--- config.mk ---
export PLATFORM = sky130hd
export DESIGN_NAME = stopwatch_cmd_arbiter
export DESIGN_NICKNAME = d
export VERILOG_FILES = /design/src/rtl/stopwatch_cmd_arbiter.sv
export SDC_FILE = /design/constraint.sdc
export NUM_CORES = 1
export LEC_CHECK = 0
export ABC_CLOCK_PERIOD_IN_PS = 4000
export CAP_MARGIN = 5
export CORE_ASPECT_RATIO = 0.8
export CORE_MARGIN = 4
export CORE_UTILIZATION = 40
export CTS_BUF_LIST = sky130_fd_sc_hd__clkbuf_16
export CTS_CLUSTER_SIZE = 25
export DETAILED_ROUTE_END_ITERATION = 6
export HOLD_SLACK_MARGIN = 0.03
export SLEW_MARGIN = 10
export SYNTH_ARGS = -nofsm -noshare
export SYNTH_HDL_FRONTEND = slang
export SYNTH_SLANG_ARGS = --single-unit
--- constraint.sdc ---
create_clock -name clk -period 4 [get_ports clk]
set_input_delay 1.2 -clock clk [delete_from_list [all_inputs] [get_ports clk]]
set_output_delay 1.2 -clock clk [all_outputs]
set_load 0.01 [all_outputs]
--- src/rtl/stopwatch_cmd_arbiter.sv ---
// Stopwatch command arbiter: grants one of two requesters (front panel, host),
// checks the command against the stopwatch status, issues a one-cycle control
// pulse, waits for status confirmation with a bounded timeout, then acks.
module stopwatch_cmd_arbiter #(
    parameter int unsigned TIMEOUT = 8
) (
    input  logic       clk,
    input  logic       rst_n,
    input  logic       pnl_req,
    input  logic [1:0] pnl_cmd,
    input  logic       host_req,
    input  logic [1:0] host_cmd,
    input  logic [1:0] sw_status,
    output logic       sw_start,
    output logic       sw_stop,
    output logic       sw_reset,
    output logic       pnl_ack,
    output logic       host_ack,
    output logic       nak,
    output logic       timeout_err,
    output logic       busy
);

    localparam logic [1:0] CmdNop   = 2'b00;
    localparam logic [1:0] CmdStart = 2'b01;
    localparam logic [1:0] CmdStop  = 2'b10;
    localparam logic [1:0] CmdReset = 2'b11;

    localparam logic [1:0] StatIdle    = 2'b00;
    localparam logic [1:0] StatRunning = 2'b01;
    localparam logic [1:0] StatPaused  = 2'b10;

    localparam logic [7:0] CntLast = 8'(TIMEOUT - 1);

    typedef enum logic [1:0] {StIdle, StIssue, StWait, StResp} state_e;

    state_e     state_q;
    logic [1:0] cmd_q;
    logic       src_host_q;   // latched source: 1 = host, 0 = panel
    logic       prio_host_q;  // round-robin pointer: 1 = host wins next contention
    logic [7:0] cnt_q;

    logic       pnl_is_rst;
    logic       host_is_rst;
    logic       grant_valid;
    logic       grant_host;
    logic [1:0] grant_cmd;
    logic       grant_legal;
    logic [1:0] expect_status;

    // Arbitration, legality of the candidate grant and expected confirmation status
    always_comb begin
        pnl_is_rst  = pnl_req && (pnl_cmd == CmdReset);
        host_is_rst = host_req && (host_cmd == CmdReset);
        grant_valid = pnl_req | host_req;
        if (pnl_req && host_req) begin
            // A lone RESET beats round-robin
            if (pnl_is_rst != host_is_rst) begin
                grant_host = host_is_rst;
            end else begin
                grant_host = prio_host_q;
            end
        end else begin
            grant_host = host_req;
        end
        grant_cmd = grant_host ? host_cmd : pnl_cmd;
        case (grant_cmd)
            CmdStart: grant_legal = (sw_status == StatIdle) || (sw_status == StatPaused);
            CmdStop:  grant_legal = (sw_status == StatRunning);
            default:  grant_legal = 1'b1;
        endcase
        case (cmd_q)
            CmdStart: expect_status = StatRunning;
            CmdStop:  expect_status = StatPaused;
            default:  expect_status = StatIdle;
        endcase
    end

    // Control FSM with all outputs registered; pulses default low every cycle
    always_ff @(posedge clk or negedge rst_n) begin
        if (!rst_n) begin
            state_q     <= StIdle;
            cmd_q       <= CmdNop;
            src_host_q  <= 1'b0;
            prio_host_q <= 1'b0;
            cnt_q       <= 8'd0;
            sw_start    <= 1'b0;
            sw_stop     <= 1'b0;
            sw_reset    <= 1'b0;
            pnl_ack     <= 1'b0;
            host_ack    <= 1'b0;
            nak         <= 1'b0;
            timeout_err <= 1'b0;
            busy        <= 1'b0;
        end else begin
            sw_start <= 1'b0;
            sw_stop  <= 1'b0;
            sw_reset <= 1'b0;
            pnl_ack  <= 1'b0;
            host_ack <= 1'b0;
            nak      <= 1'b0;
            case (state_q)
                StIdle: begin
                    if (grant_valid) begin
                        cmd_q       <= grant_cmd;
                        src_host_q  <= grant_host;
                        prio_host_q <= ~grant_host;
                        busy        <= 1'b1;
                        if ((grant_cmd == CmdNop) || !grant_legal) begin
                            state_q  <= StResp;
                            pnl_ack  <= ~grant_host;
                            host_ack <= grant_host;
                            nak      <= ~grant_legal;
                        end else begin
                            state_q  <= StIssue;
                            sw_start <= (grant_cmd == CmdStart);
                            sw_stop  <= (grant_cmd == CmdStop);
                            sw_reset <= (grant_cmd == CmdReset);
                        end
                    end
                end
                StIssue: begin
                    state_q <= StWait;
                    cnt_q   <= 8'd0;
                end
                StWait: begin
                    if (sw_status == expect_status) begin
                        state_q  <= StResp;
                        pnl_ack  <= ~src_host_q;
                        host_ack <= src_host_q;
                    end else if (cnt_q == CntLast) begin
                        state_q     <= StResp;
                        pnl_ack     <= ~src_host_q;
                        host_ack    <= src_host_q;
                        nak         <= 1'b1;
                        timeout_err <= 1'b1;
                    end else begin
                        cnt_q <= cnt_q + 8'd1;
                    end
                end
                StResp: begin
                    state_q <= StIdle;
                    busy    <= 1'b0;
                end
                default: begin
                    state_q <= StIdle;
                    busy    <= 1'b0;
                end
            endcase
        end
    end

endmodule
==> results of run 1 <==
[worst max-delay path, delay by kind of cell]
kind	cells	cell delay, ns
AND/OR/NAND/NOR	4	0.85
buffers and inverters	1	0.54
AO/OA/AOI/OAI	1	0.33
XOR/XNOR	1	0.16
[placed cells by master (no fill, tap or decap), types with 2 or more instances in the layout]
| cell | count |
|---|---|
| and3_1 | 5 |
| o21ai_0 | 6 |
| o211ai_1 | 3 |
| nor4_1 | 2 |
| clkdlybuf4s50_1 | 17 |
| clkbuf_16 | 3 |
| inv_1 | 7 |
| xor2_1 | 6 |
| nor2_1 | 13 |
| ha_1 | 5 |
| o31ai_1 | 2 |
| a21oi_1 | 2 |
| nor2b_1 | 2 |
| nand2b_1 | 5 |
| nand4b_1 | 2 |
| nand4_1 | 3 |
| nand3_1 | 2 |
| nand2_1 | 17 |
| dfrtp_1 | 22 |
[area by class of cell]
| class | count | area [um^2] | area share |
|---|---|---|---|
| inverter | 7 | 26.3 | 0.0175 |
| timing repair buffer | 17 | 170 | 0.113 |
| sequential | 22 | 551 | 0.367 |
| tap | 38 | 47.5 | 0.0317 |
| clock inverter | 1 | 30.0 | 0.0200 |
| multi-input combinational | 93 | 601 | 0.400 |
| clock buffer | 3 | 75.1 | 0.0500 |
[per-stage QoR]
step	instance area [um^2]	cells	setup WS, ns	total power, mW	utilization
5_1_grt	1500	181	0.894	1.03	0.534
3_3_place_gp	1400	177	0.797	0.673	0.497
6_report	1500	181	1.05	0.955	0.534
2_1_floorplan	1190	124	1.57	0.569	-
4_1_cts	1500	181	1.04	0.963	0.534
3_5_place_dp	1400	177	0.774	0.683	0.497
[power by group through the flow]
stage                     clock [mW]  sequential [mW]  combinational, mW
final                          0.278            0.348              0.329
after global routing           0.294            0.358              0.374
after CTS                      0.283            0.348              0.333
after detailed placement           0            0.351              0.332
after global placement             0            0.347              0.326
after floorplan                    0            0.346              0.223
[per-layer routing]
layer,up-vias,track usage,wire length [um]
met1,453,0.190,1250
met5,-,0,0
met4,0,0.0333,23
met2,13,0.208,1030
met3,2,0.0420,81
li1,472,-,-
[sequential cells by signal, summed over array words and instances (netlist names)]
register,flops
cnt_q,8
sw_reset,1
src_host_q,1
state_q,2
pnl_ack,1
cmd_q,2
sw_start,1
sw_stop,1
host_ack,1
prio_host_q,1
busy,1
nak,1
timeout_err,1
[worst max-delay path by stage]
stage / startpoint / endpoint
2_1_floorplan: host_cmd[0] / state_q[1]
3_3_place_gp: sw_status[1] / cnt_q[3]
3_5_place_dp: sw_status[1] / cnt_q[3]
4_1_cts: sw_status[1] / cnt_q[3]
5_1_grt: sw_status[1] / cnt_q[3]
6_report: sw_status[1] / cnt_q[3]
[logic make-up after synthesis]
kind of cell,share of synthesized area
DFF,0.463
xor gates and xnor gates,0.0515
muxes,0.00841
AOI/OAI and AO/OA,0.120
buffers and inverters,0.0326
adders and majority gates,0.0705
and+or+nand+nor,0.254
==> results.cfg, run 1 <==
[run_status]
status = completed

[pwr]
p_int_mw = 0.636
power_switching_mw = 0.320
swShare = 0.335
power_density_mw_per_mm2 = 637
p_seq_frac = 0.364
p_comb_frac = 0.345
clkPwrFrac = 0.291
p_leak_nw = 0.680
ir_drop_uv = 337

[sta]
tns_ns = 0
min_period_ns = 2.95
clock.fmax_mhz = 339
skew_ns = 0.00132
finalHoldViolations = 0
timing.hold.ws_ns = 0.470
final-setup-viol-count = 0
drv_slew = 0
tightest_slew_ns = 0.998
relSlewSlack = 0.332
period_share = 0.737
grt_setup_unrepaired = false

[yosys]
synth.area.top_cells = dfrtp_1 (46%), nand2_1 (5.4%), ha_1 (5.3%), xor2_1 (4.4%), nor2_1 (4.1%)
syn_avg_cell_area_um2 = 9.60
synthTopCellsByCount = dfrtp_1 (22), nand2_1 (17), nor2_1 (13)
synth_top_area_frac = 0.463
synthDistinctLibCells = 37
post-synth-top-count-cell = dfrtp_1
synthArstFlopShare = 1.00
syn-num-nets = 139
seq_area_frac_synth = 0.463
syn-cell-area_mm2 = 0.00119
yosys.area.top_type = dfrtp_1
synth_top_flop_cell = dfrtp_1
syn_inst = 124
synth_edf_count = 0
ys_ff_latch = 22
synth_warnings = 0

[clocking]
ctsResizeCount = 0
cts-buffers-inserted = 3
postCtsSetupRepairBufs = 0
clock-sinks = 22
cts_tree = yes
clock_path_buffers = 2
htreeDepth = 1
clk_pin_slew_worst_paths_ns = 0.06
ctsHoldBuffers = 0
clock_latency_ns = 0.25
clockRootBuffer = clkbuf_16

[drt]
first_pass_iters = 4
wl_mm = 2.39
wl_per_cell_um = 13.2
avgViaCountPerCell = 5.19
vias = 940
drcViolationCount = 0
first_iter_violations = 50
ant_nets = 0

[die]
core_area_mm2 = 0.00281
io_pins = 18
start_util = 0.424
rows = 17
fp.dieW_um = 69.0
die_h_um = 56.8
die_area_mm2 = 0.00392

[final_layout]
synthToLayoutAreaGrowth_pct = 26.1
nets = 159
nFillCells = 273
layout-drive-gt1-share = 0.0629
antenna_cells = 0

[worst_setup_path]
crit_chain = clkdlybuf4s50_1 -> and4bb_1 -> a311oi_2 -> and3_1 -> nand4_1 -> xor2_1 -> nor2_1
crit_slowest_cell = clkdlybuf4s50_1
cp_max_fo = 8
worstSetupPathType = primary input to flip-flop
r2r-start = cmd_q[0]
startpoint_type = primary input
setup.worst_path.end_class = flip-flop
arrival_ns = 3.07
reg2regPathDepth = 6
r2r-end = cnt_q[3]
cpPeakStageDelay_ns = 0.54
r2r_setup_slack_ns = 2.10
cp.required_ns = 4.12

[placed_design]
hpwl_mm = 1.80
port_buffers = 17
globalplace.congestion = 0.784

[hold_path]
min_to = timeout_err
hold_path_class = flip-flop to flip-flop
hold_depth = 1
worstHoldStart = timeout_err

[global_route]
grt_overflow = 0
grt_pass1_vias = 940
grt_max_degree = 23
grt_pass1_wl_mm = 4.10
grt_usage = 0.138
antenna_found_initial = 0

[run]
cap_violations = 0
No activity file was read; power rests on OpenSTA's default activity.
==> inputs of run 2 (changes only) <==
- ABC_CLOCK_PERIOD_IN_PS: 4000 -> 2800
- clock period: 4 -> 2.8 ns (I/O delays scaled with it)
==> results.cfg, run 2 (synthesis gave the netlist of run 1 again) <==
[clocking]
cts_tree = yes
clock_path_buffers = 2
ctsHoldBuffers = 0
clock-sinks = 22
clockRootBuffer = clkbuf_16
htreeDepth = 1
ctsResizeCount = 0
clock_latency_ns = 0.25
clk_pin_slew_worst_paths_ns = 0.06
postCtsSetupRepairBufs = 0
cts-buffers-inserted = 3

[hold_path]
worstHoldStart = timeout_err
hold_depth = 1
hold_path_class = flip-flop to flip-flop
min_to = timeout_err

[sta]
relSlewSlack = 0.711
grt_setup_unrepaired = false
skew_ns = 0.00221
period_share = 0.878
finalHoldViolations = 0
final-setup-viol-count = 0
tightest_slew_ns = 0.432
min_period_ns = 2.46
tns_ns = 0
drv_slew = 0
timing.hold.ws_ns = 0.473
clock.fmax_mhz = 407

[pwr]
p_comb_frac = 0.355
clkPwrFrac = 0.287
power_switching_mw = 0.451
power_density_mw_per_mm2 = 898
swShare = 0.326
p_seq_frac = 0.359
p_int_mw = 0.931
power_mw = 1.38
p_leak_nw = 0.704
ir_drop_uv = 448

[die]
start_util = 0.424
fp.dieW_um = 69.0
io_pins = 18
rows = 17
die_h_um = 56.8
core_area_mm2 = 0.00281
die_area_mm2 = 0.00392

[final_layout]
postLayoutCoreUtil = 0.548
reg_top3 = cnt_q (8), cmd_q (2), state_q (2)
nets = 164
largest_reg_flops = 8
final_cell_mix = dfrtp_1 (22), nand2_1 (17), clkdlybuf4s50_1 (17), nor2_1 (13), inv_1 (7)
regMostFlops = cnt_q
layout-drive-gt1-share = 0.0946
synthToLayoutAreaGrowth_pct = 29.2
mostFrequentLayoutCell = dfrtp_1
nFillCells = 253
antenna_cells = 0

[run_status]
status = completed

[worst_setup_path]
r2r-start = cmd_q[0]
worstSetupPathType = primary input to flip-flop
cpPeakStageDelay_ns = 0.52
r2r-end = cnt_q[3]
startpoint_type = primary input
crit_slowest_cell = clkdlybuf4s50_1
cp_max_fo = 6
arrival_ns = 2.59
setup.worst_path.end_class = flip-flop
crit_chain = clkdlybuf4s50_1 -> and4bb_1 -> a311oi_2 -> and3_1 -> nand4_1 -> xor2_1 -> nor2_1
r2r_setup_slack_ns = 1.03
cp.required_ns = 2.93
reg2regPathDepth = 6

[drt]
drcViolationCount = 0
vias = 956
ant_nets = 0
first_pass_iters = 4
first_iter_violations = 30
wl_mm = 2.31
wl_per_cell_um = 12.4
avgViaCountPerCell = 5.14

[global_route]
grt_pass1_vias = 875
grt_max_degree = 23
grt_pass1_wl_mm = 3.94
grt_overflow = 0
grt_usage = 0.134
antenna_found_initial = 0

[placed_design]
globalplace.congestion = 0.854
port_buffers = 17
hpwl_mm = 1.78

[run]
cap_violations = 0
==> run 2: routing by layer <==
| metal | part of all wire | wire length (um) | vias to the layer above | track usage |
|---|---|---|---|---|
| li1 | - | - | 486 | - |
| met1 | 0.52 | 1200 | 451 | 0.193 |
| met2 | 0.43 | 989 | 14 | 0.186 |
| met3 | 0.037 | 85 | 5 | 0.0420 |
| met4 | 0.018 | 41 | 0 | 0.0500 |
| met5 | 0 | 0 | - | 0 |
==> run 2: power groups by stage <==
stage | combinational [mW] | clock [mW] | sequential (mW)
after floorplan | 0.318 | 0 | 0.494
after global placement | 0.489 | 0 | 0.496
after detailed placement | 0.493 | 0 | 0.499
after CTS | 0.495 | 0.404 | 0.494
after global routing | 0.555 | 0.419 | 0.507
final | 0.490 | 0.396 | 0.496
==> run 2: layout make-up <==
cell class	instances	area (um^2)	area share
multi-input cells	93	601	0.391
flip-flops and latches	22	551	0.358
repair buffers	22	208	0.135
clock buffers	3	75.1	0.0488
well taps	38	47.5	0.0309
clock inverters	1	30.0	0.0195
inverters	7	26.3	0.0171
==> run 2: worst max-delay path, delay by kind of cell <==
family	cells	cell delay, ns
xor+xnor	1	0.15
simple gates	4	0.78
compound gates	1	0.30
buf+inv	1	0.52
==> run 2: worst max path at each step <==
| stage | start | to | depth (start not counted) |
|---|---|---|---|
| floorplan | host_cmd[0] | state_q[1] | 7 |
| global placement | sw_status[0] | cnt_q[3] | 7 |
| detailed placement | sw_status[0] | cnt_q[3] | 7 |
| CTS | sw_status[0] | cnt_q[3] | 7 |
| global route | sw_status[0] | cnt_q[3] | 7 |
| finish | sw_status[0] | cnt_q[3] | 7 |
==> run 2: through the flow <==
step | std cells | worst slack [ns] | instance area (um^2)
finish | 186 | 0.341 | 1540
global route | 186 | 0.225 | 1540
CTS | 186 | 0.355 | 1540
detailed placement | 182 | 0.0889 | 1430
global placement | 182 | 0.119 | 1430
floorplan | 124 | 0.728 | 1190
